File: src/rtl/bcd_countdown_timer_if.sv
// Control/status bundle between a timer controller and bcd_countdown_timer.
// Master drives the strobes and preset; slave returns count and flags.
interface bcd_countdown_timer_if #(
   parameter int MIN_DIGITS = 1
);
   localparam int W = 4 * (MIN_DIGITS + 2);

   logic         tick;
   logic         load;
   logic [W-1:0] preset_bcd;
   logic         start;
   logic         pause;
   logic         count_up;
   logic [W-1:0] digits_bcd;
   logic         running;
   logic         zero;
   logic         expired;
   logic         alarm;

   modport master (
      output tick, load, preset_bcd, start, pause, count_up,
      input  digits_bcd, running, zero, expired, alarm
   );

   modport slave (
      input  tick, load, preset_bcd, start, pause, count_up,
      output digits_bcd, running, zero, expired, alarm
   );
endinterface

File: src/rtl/bcd_countdown_timer.sv
// M:SS BCD up/down timer stepped by a one-cycle tick strobe, with preset
// load, start/pause control and expired/alarm flags.
module bcd_countdown_timer #(
   parameter int MIN_DIGITS = 1
) (
   input logic                  clk,
   input logic                  reset,
   bcd_countdown_timer_if.slave bus
);
   localparam int NDIG = MIN_DIGITS + 2;
   localparam int W    = 4 * NDIG;

   typedef enum logic [1:0] {
      IDLE,
      RUN,
      PAUSE,
      DONE
   } state_t;

   state_t       state_q, state_d;
   logic [W-1:0] digits_q, digits_d;
   logic         mode_q, mode_d;
   logic         expired_q, expired_d;
   logic         alarm_q, alarm_d;
   logic         running_q, running_d;

   logic [W-1:0] preset_san;
   logic [W-1:0] cnt_dn;
   logic [W-1:0] cnt_up;
   logic [W-1:0] full_scale;
   logic [W-1:0] cnt_nxt;
   logic         zero_w;
   logic         full_w;
   logic         start_ok;
   logic         term_nxt;

   // Per-digit limits: seconds tens rolls at 5, every other digit at 9.
   always_comb begin
      logic       b;
      logic       c;
      logic [3:0] d;
      logic [3:0] lim;
      cnt_dn     = digits_q;
      cnt_up     = digits_q;
      full_scale = '0;
      preset_san = '0;
      b          = 1'b1;
      c          = 1'b1;
      for (int i = 0; i < NDIG; i++) begin
         lim = (i == 1) ? 4'd5 : 4'd9;
         full_scale[4*i +: 4] = lim;
         d = bus.preset_bcd[4*i +: 4];
         preset_san[4*i +: 4] = (d > lim) ? lim : d;
         d = digits_q[4*i +: 4];
         if (b) begin
            if (d == 4'd0) begin
               cnt_dn[4*i +: 4] = lim;
            end else begin
               cnt_dn[4*i +: 4] = d - 4'd1;
               b = 1'b0;
            end
         end
         if (c) begin
            if (d >= lim) begin
               cnt_up[4*i +: 4] = 4'd0;
            end else begin
               cnt_up[4*i +: 4] = d + 4'd1;
               c = 1'b0;
            end
         end
      end
   end

   assign zero_w   = (digits_q == '0);
   assign full_w   = (digits_q == full_scale);
   assign start_ok = bus.count_up ? !full_w : !zero_w;
   assign cnt_nxt  = mode_q ? cnt_up : cnt_dn;
   assign term_nxt = mode_q ? (cnt_up == full_scale)
                            : (cnt_dn == '0);

   always_comb begin
      state_d   = state_q;
      digits_d  = digits_q;
      mode_d    = mode_q;
      expired_d = 1'b0;
      alarm_d   = alarm_q;
      unique case (state_q)
         RUN: begin
            if (bus.pause) begin
               state_d = PAUSE;
            end else if (bus.tick) begin
               digits_d = cnt_nxt;
               if (term_nxt) begin
                  state_d   = DONE;
                  expired_d = 1'b1;
                  alarm_d   = 1'b1;
               end
            end
         end
         DONE: begin
            if (bus.load) begin
               digits_d = preset_san;
               state_d  = IDLE;
               alarm_d  = 1'b0;
            end
         end
         default: begin
            // IDLE or PAUSE; in PAUSE a concurrent pause masks start.
            if (bus.load) begin
               digits_d = preset_san;
               state_d  = IDLE;
               alarm_d  = 1'b0;
            end else if (state_q == PAUSE && bus.pause) begin
               state_d = PAUSE;
            end else if (bus.start && start_ok) begin
               state_d = RUN;
               mode_d  = bus.count_up;
            end
         end
      endcase
      running_d = (state_d == RUN);
   end

   always_ff @(posedge clk) begin
      if (reset) begin
         state_q   <= IDLE;
         digits_q  <= '0;
         mode_q    <= 1'b0;
         expired_q <= 1'b0;
         alarm_q   <= 1'b0;
         running_q <= 1'b0;
      end else begin
         state_q   <= state_d;
         digits_q  <= digits_d;
         mode_q    <= mode_d;
         expired_q <= expired_d;
         alarm_q   <= alarm_d;
         running_q <= running_d;
      end
   end

   assign bus.digits_bcd = digits_q;
   assign bus.running    = running_q;
   assign bus.zero       = zero_w;
   assign bus.expired    = expired_q;
   assign bus.alarm      = alarm_q;
endmodule

File: src/flat_wrapper.sv
// flat-port wrapper written by rule: the top's interface ports become plain ports
module bcd_countdown_timer_flat 
#(
   parameter int MIN_DIGITS = 1
)
  (clk, reset, bus_tick, bus_load, bus_preset_bcd, bus_start, bus_pause, bus_count_up, bus_digits_bcd, bus_running, bus_zero, bus_expired, bus_alarm);
  bcd_countdown_timer_if #(.MIN_DIGITS(MIN_DIGITS)) bus_i ();
  input logic clk;
  input logic reset;
  input wire logic [$bits(bus_i.tick)-1:0] bus_tick;
  input wire logic [$bits(bus_i.load)-1:0] bus_load;
  input wire logic [$bits(bus_i.preset_bcd)-1:0] bus_preset_bcd;
  input wire logic [$bits(bus_i.start)-1:0] bus_start;
  input wire logic [$bits(bus_i.pause)-1:0] bus_pause;
  input wire logic [$bits(bus_i.count_up)-1:0] bus_count_up;
  output wire logic [$bits(bus_i.digits_bcd)-1:0] bus_digits_bcd;
  output wire logic [$bits(bus_i.running)-1:0] bus_running;
  output wire logic [$bits(bus_i.zero)-1:0] bus_zero;
  output wire logic [$bits(bus_i.expired)-1:0] bus_expired;
  output wire logic [$bits(bus_i.alarm)-1:0] bus_alarm;
  assign bus_i.tick = bus_tick;
  assign bus_i.load = bus_load;
  assign bus_i.preset_bcd = bus_preset_bcd;
  assign bus_i.start = bus_start;
  assign bus_i.pause = bus_pause;
  assign bus_i.count_up = bus_count_up;
  assign bus_digits_bcd = bus_i.digits_bcd;
  assign bus_running = bus_i.running;
  assign bus_zero = bus_i.zero;
  assign bus_expired = bus_i.expired;
  assign bus_alarm = bus_i.alarm;
  bcd_countdown_timer #(.MIN_DIGITS(MIN_DIGITS)) u_core (.clk(clk), .reset(reset), .bus(bus_i));
endmodule
File: config.mk
export PLATFORM = sky130hd
export DESIGN_NAME = bcd_countdown_timer_flat
export DESIGN_NICKNAME = d
export VERILOG_FILES = /design/src/rtl/bcd_countdown_timer_if.sv /design/src/rtl/bcd_countdown_timer.sv /design/src/flat_wrapper.sv
export SDC_FILE = /design/constraint.sdc
export NUM_CORES = 1
export LEC_CHECK = 0
export CORE_MARGIN = 2
export CORE_UTILIZATION = 46
export CTS_BUF_LIST = sky130_fd_sc_hd__clkbuf_4 sky130_fd_sc_hd__clkbuf_8
export CTS_CLUSTER_DIAMETER = 40
export DETAILED_ROUTE_END_ITERATION = 12
export HOLD_SLACK_MARGIN = 0.1
export PLACE_DENSITY = 0.72
export RECOVER_POWER = 50
export SYNTH_ARGS = -nofsm -noshare
export SYNTH_HDL_FRONTEND = slang
export SYNTH_SLANG_ARGS = --single-unit
export TNS_END_PERCENT = 30
File: constraint.sdc
create_clock -name clk -period 7.6 [get_ports clk]
set_clock_uncertainty 0.2 [all_clocks]
set_input_delay 1.9 -clock clk [delete_from_list [all_inputs] [get_ports clk]]
set_output_delay 1.9 -clock clk [all_outputs]
set_load 0.01 [all_outputs]
==> impl_metrics.csv <==
group,metric,value,unit
place,portBuffers,34,
floorplan,rows,22,
global_route,grt_pass1_wl,8710,um
sta,finalSetupViolCount,0,
setup_path,slowest_delay,590,ps
drt,dr.pass1.iters,5,
power_and_ir_drop,p_leak,0.781,nW
drt,wire_per_inst,17.0,um
logic_synthesis,synth_top_family_by_area,"compound AO/OA/AOI/OAI gates",
clock_tree,cts-root-buf,"clkbuf_8",
setup_path,cp-end-kind,"output port",
floorplan,die_w,66.7,um
clock_tree,clock_path_buffers,2,
floorplan,start_util,48.7,%
flow_run,maxCapViolCount,0,
sta,post-route-period-util,62.9,%
logic_synthesis,synth_xor_area_share,0.968,%
logic_synthesis,synth-edff-count,0,
logic_synthesis,synth_area_leader_cell,"dfxtp_1",
power_and_ir_drop,vdd_drop_max,88.7,uV
global_route,grt.total_usage,25.5,%
power_and_ir_drop,switchingPower,0.000130,W
sta,max-slew-margin-rel,18.7,%
logic_synthesis,synth.top_cells.by_count,"a21oi_1, dfxtp_1, nand2_1",
setup_path,crit_slowest_cell,"nor3b_1",
place,place_area,0.00213,mm^2
sta,worst_pin_slew,1220,ps
floorplan,io_pins,35,
drt,drc,0,
power_and_ir_drop,p_clk_share,24.6,%
sta,hold_violations,0,
logic_synthesis,ys.flop_type,"dfxtp_1",
setup_path,crit_required,5500,ps
sta,hold_slack,269,ps
drt,wirelength,5280,um
power_and_ir_drop,power_density,154,mW/mm^2
final_layout,syn2layout_area_growth,20.8,%
final_layout,multi_input_area,0.00131,mm^2
clock_tree,cts_buffers,3,
clock_tree,hold_buffers,0,
floorplan,die_h,66.7,um
global_route,grt_pass1_vias,1742,
clock_tree,clkLatencyLatePin,260,ps
setup_path,path_max_fanout,11,
floorplan,die_area,0.00445,mm^2
logic_synthesis,syn-num-nets,270,
logic_synthesis,synth-adder-area-share,6.22,%
logic_synthesis,synthSimpleGateAreaFrac,29.4,%
setup_path,crit_type,"flip-flop to output port",
power_and_ir_drop,swShare,38.5,%
logic_synthesis,synth.top_cell.area_share,19.9,%
place,dp_cells,307,
final_layout,fin_nets,292,
setup_path,worst_setup_path_start_kind,"flip-flop",
clock_tree,cts.sinks,18,
logic_synthesis,synth-seq-area-share,19.9,%
drt,vias,1984,
final_layout,regArea,360,um^2
sta,fmax,0.209,GHz
power_and_ir_drop,power_frac_seq,35.4,%
sta,finalCriticalPeriod,4780,ps
final_layout,stdcell_count,311,
logic_synthesis,async_flop_share,0,%
sta,slew_viol_final,0,
logic_synthesis,ys_ff_latch,18,
final_layout,fin_area,0.00219,mm^2
global_route,overflow,0,
global_route,antenna_found_initial,0,
clock_tree,clkTransAtPathRegs,80,ps
power_and_ir_drop,p_int,0.000207,W
logic_synthesis,synth_compound_area_share,34.9,%
clock_tree,post_cts_buffers,0,
sta,rsz0062_at_grt,"false",
outcome,outcome,"finished, final reports clean",
sta,fin_setup_tns,0,ps
clock_tree,cts_max_level,1,
min_path,hp-class,"flip-flop to flip-flop",
logic_synthesis,synth_cell_types,62,
logic_synthesis,syn_area,0.00181,mm^2
power_and_ir_drop,pwr-share-comb,40.0,%
final_layout,n_antenna_cell,0,
setup_path,critPathArrivalTime,2680,ps
logic_synthesis,ys_warn_count,0,
place,dp_hpwl,3850,um
logic_synthesis,syn-instance-count,242,
setup_path,cp_cell_sequence,"inv_1 > ha_1 > nor3b_1 > nand2_1 > nor2_1 > clkdlybuf4s50_1",
place,gp_congestion,0.987,
clock_tree,cts_tree,"done",
final_layout,n_fill_cell,350,
drt,drt-vias-per-instance,6.38,
logic_synthesis,muxShareOfSynthArea,1.11,%
logic_synthesis,avgSynthCellArea,7.48,um^2
logic_synthesis,synth_area_leaders,"dfxtp_1, ha_1, a21oi_1",
drt,ant_nets,0,
global_route,grt_max_degree,21,
floorplan,core_area,0.00372,mm^2
drt,first_iter_violations,240,
clock_tree,cts_resized,0,
final_layout,final_layout_size_suffix_gt1_share,6.08,%
## cell usage in the layout, fill, tap and decap left out, types with 4 or more instances in the layout
| master | instances |
|---|---|
| clkbuf_8 | 4 |
| nor3_1 | 12 |
| dlygate4sd3_1 | 14 |
| dfxtp_1 | 18 |
| nor2b_1 | 5 |
| o41ai_1 | 4 |
| clkdlybuf4s50_1 | 20 |
| ha_1 | 9 |
| nor2_1 | 16 |
| inv_1 | 13 |
| nand2_1 | 17 |
| nand2b_1 | 6 |
| a311oi_1 | 4 |
| a21oi_1 | 18 |
| o21ai_0 | 13 |
| nand3_1 | 9 |
## worst max-delay path, delay by kind of cell (launching register included)
kind                     cells  cell delay (ps)
flip-flops                   1              420
adder cells (fa/ha/maj)      1              310
buffers and inverters        2              670
AND/OR/NAND/NOR              3             1020
## per-layer routing
metal  vias to the layer above  global-route usage [%]  wire length, um
li1                        978                       -                -
met1                       914                    37.3             2530
met2                        83                    38.1             2390
met3                         9                    4.22              294
met4                         0                    7.40               73
met5                         -                       0                0
## cell type report
class	instances	area share, %
repair buffers	35	15.9
clock buffers	4	2.52
multi-input cells	193	60.1
well taps	48	2.75
flip-flops and latches	18	16.5
inverters	13	2.23
## stage by stage
stage / power (W) / utilization [%] / setup slack (ps)
final: 0.000337 / 58.8 / 2820
after global routing: 0.000359 / 58.8 / 2580
after CTS: 0.000338 / 58.8 / 2860
after detailed placement: 0.000255 / 57.3 / 3160
after global placement: 0.000255 / 57.3 / 3230
after floorplan: 0.000211 / - / 3850
## cell families after synthesis
logic type                 Yosys count
xor gates and xnor gates             2
and+or+nand+nor                     95
buffers and inverters               31
adders and majority gates            9
muxes                                2
DFF                                 18
AOI/OAI and AO/OA                   85
## flip-flops by register name, summed over array words and instances, names as in the netlist
name / flops
u_core.state_q: 2
u_core.bus.digits_bcd: 12
u_core.mode_q: 1
u_core.bus.alarm: 1
u_core.bus.expired: 1
u_core.bus.running: 1
## final timing paths
path / from / to / slack, ps / cells past startpoint
worst max-delay path: u_core.bus.digits_bcd[0]$_SDFFE_PP0P_ / bus_zero / 2820 / 6
worst min-delay path: u_core.bus.alarm$_SDFFE_PP0P_ / u_core.bus.alarm$_SDFFE_PP0P_ / 270 / 2
worst max register to register: u_core.bus.digits_bcd[0]$_SDFFE_PP0P_ / u_core.bus.running$_SDFF_PP0_ / 4560 / 7
worst min register to register: u_core.bus.alarm$_SDFFE_PP0P_ / u_core.bus.alarm$_SDFFE_PP0P_ / 270 / 2
## power groups by stage
stage | Combinational (W) | Clock, W | Sequential, W
5_1_grt | 0.000148 | 0.0000897 | 0.000121
4_1_cts | 0.000135 | 0.0000842 | 0.000119
3_5_place_dp | 0.000134 | 0 | 0.000121
2_1_floorplan | 0.0000963 | 0 | 0.000114
3_3_place_gp | 0.000134 | 0 | 0.000121
6_report | 0.000135 | 0.0000828 | 0.000119
Power figures use the tool's default switching activity.
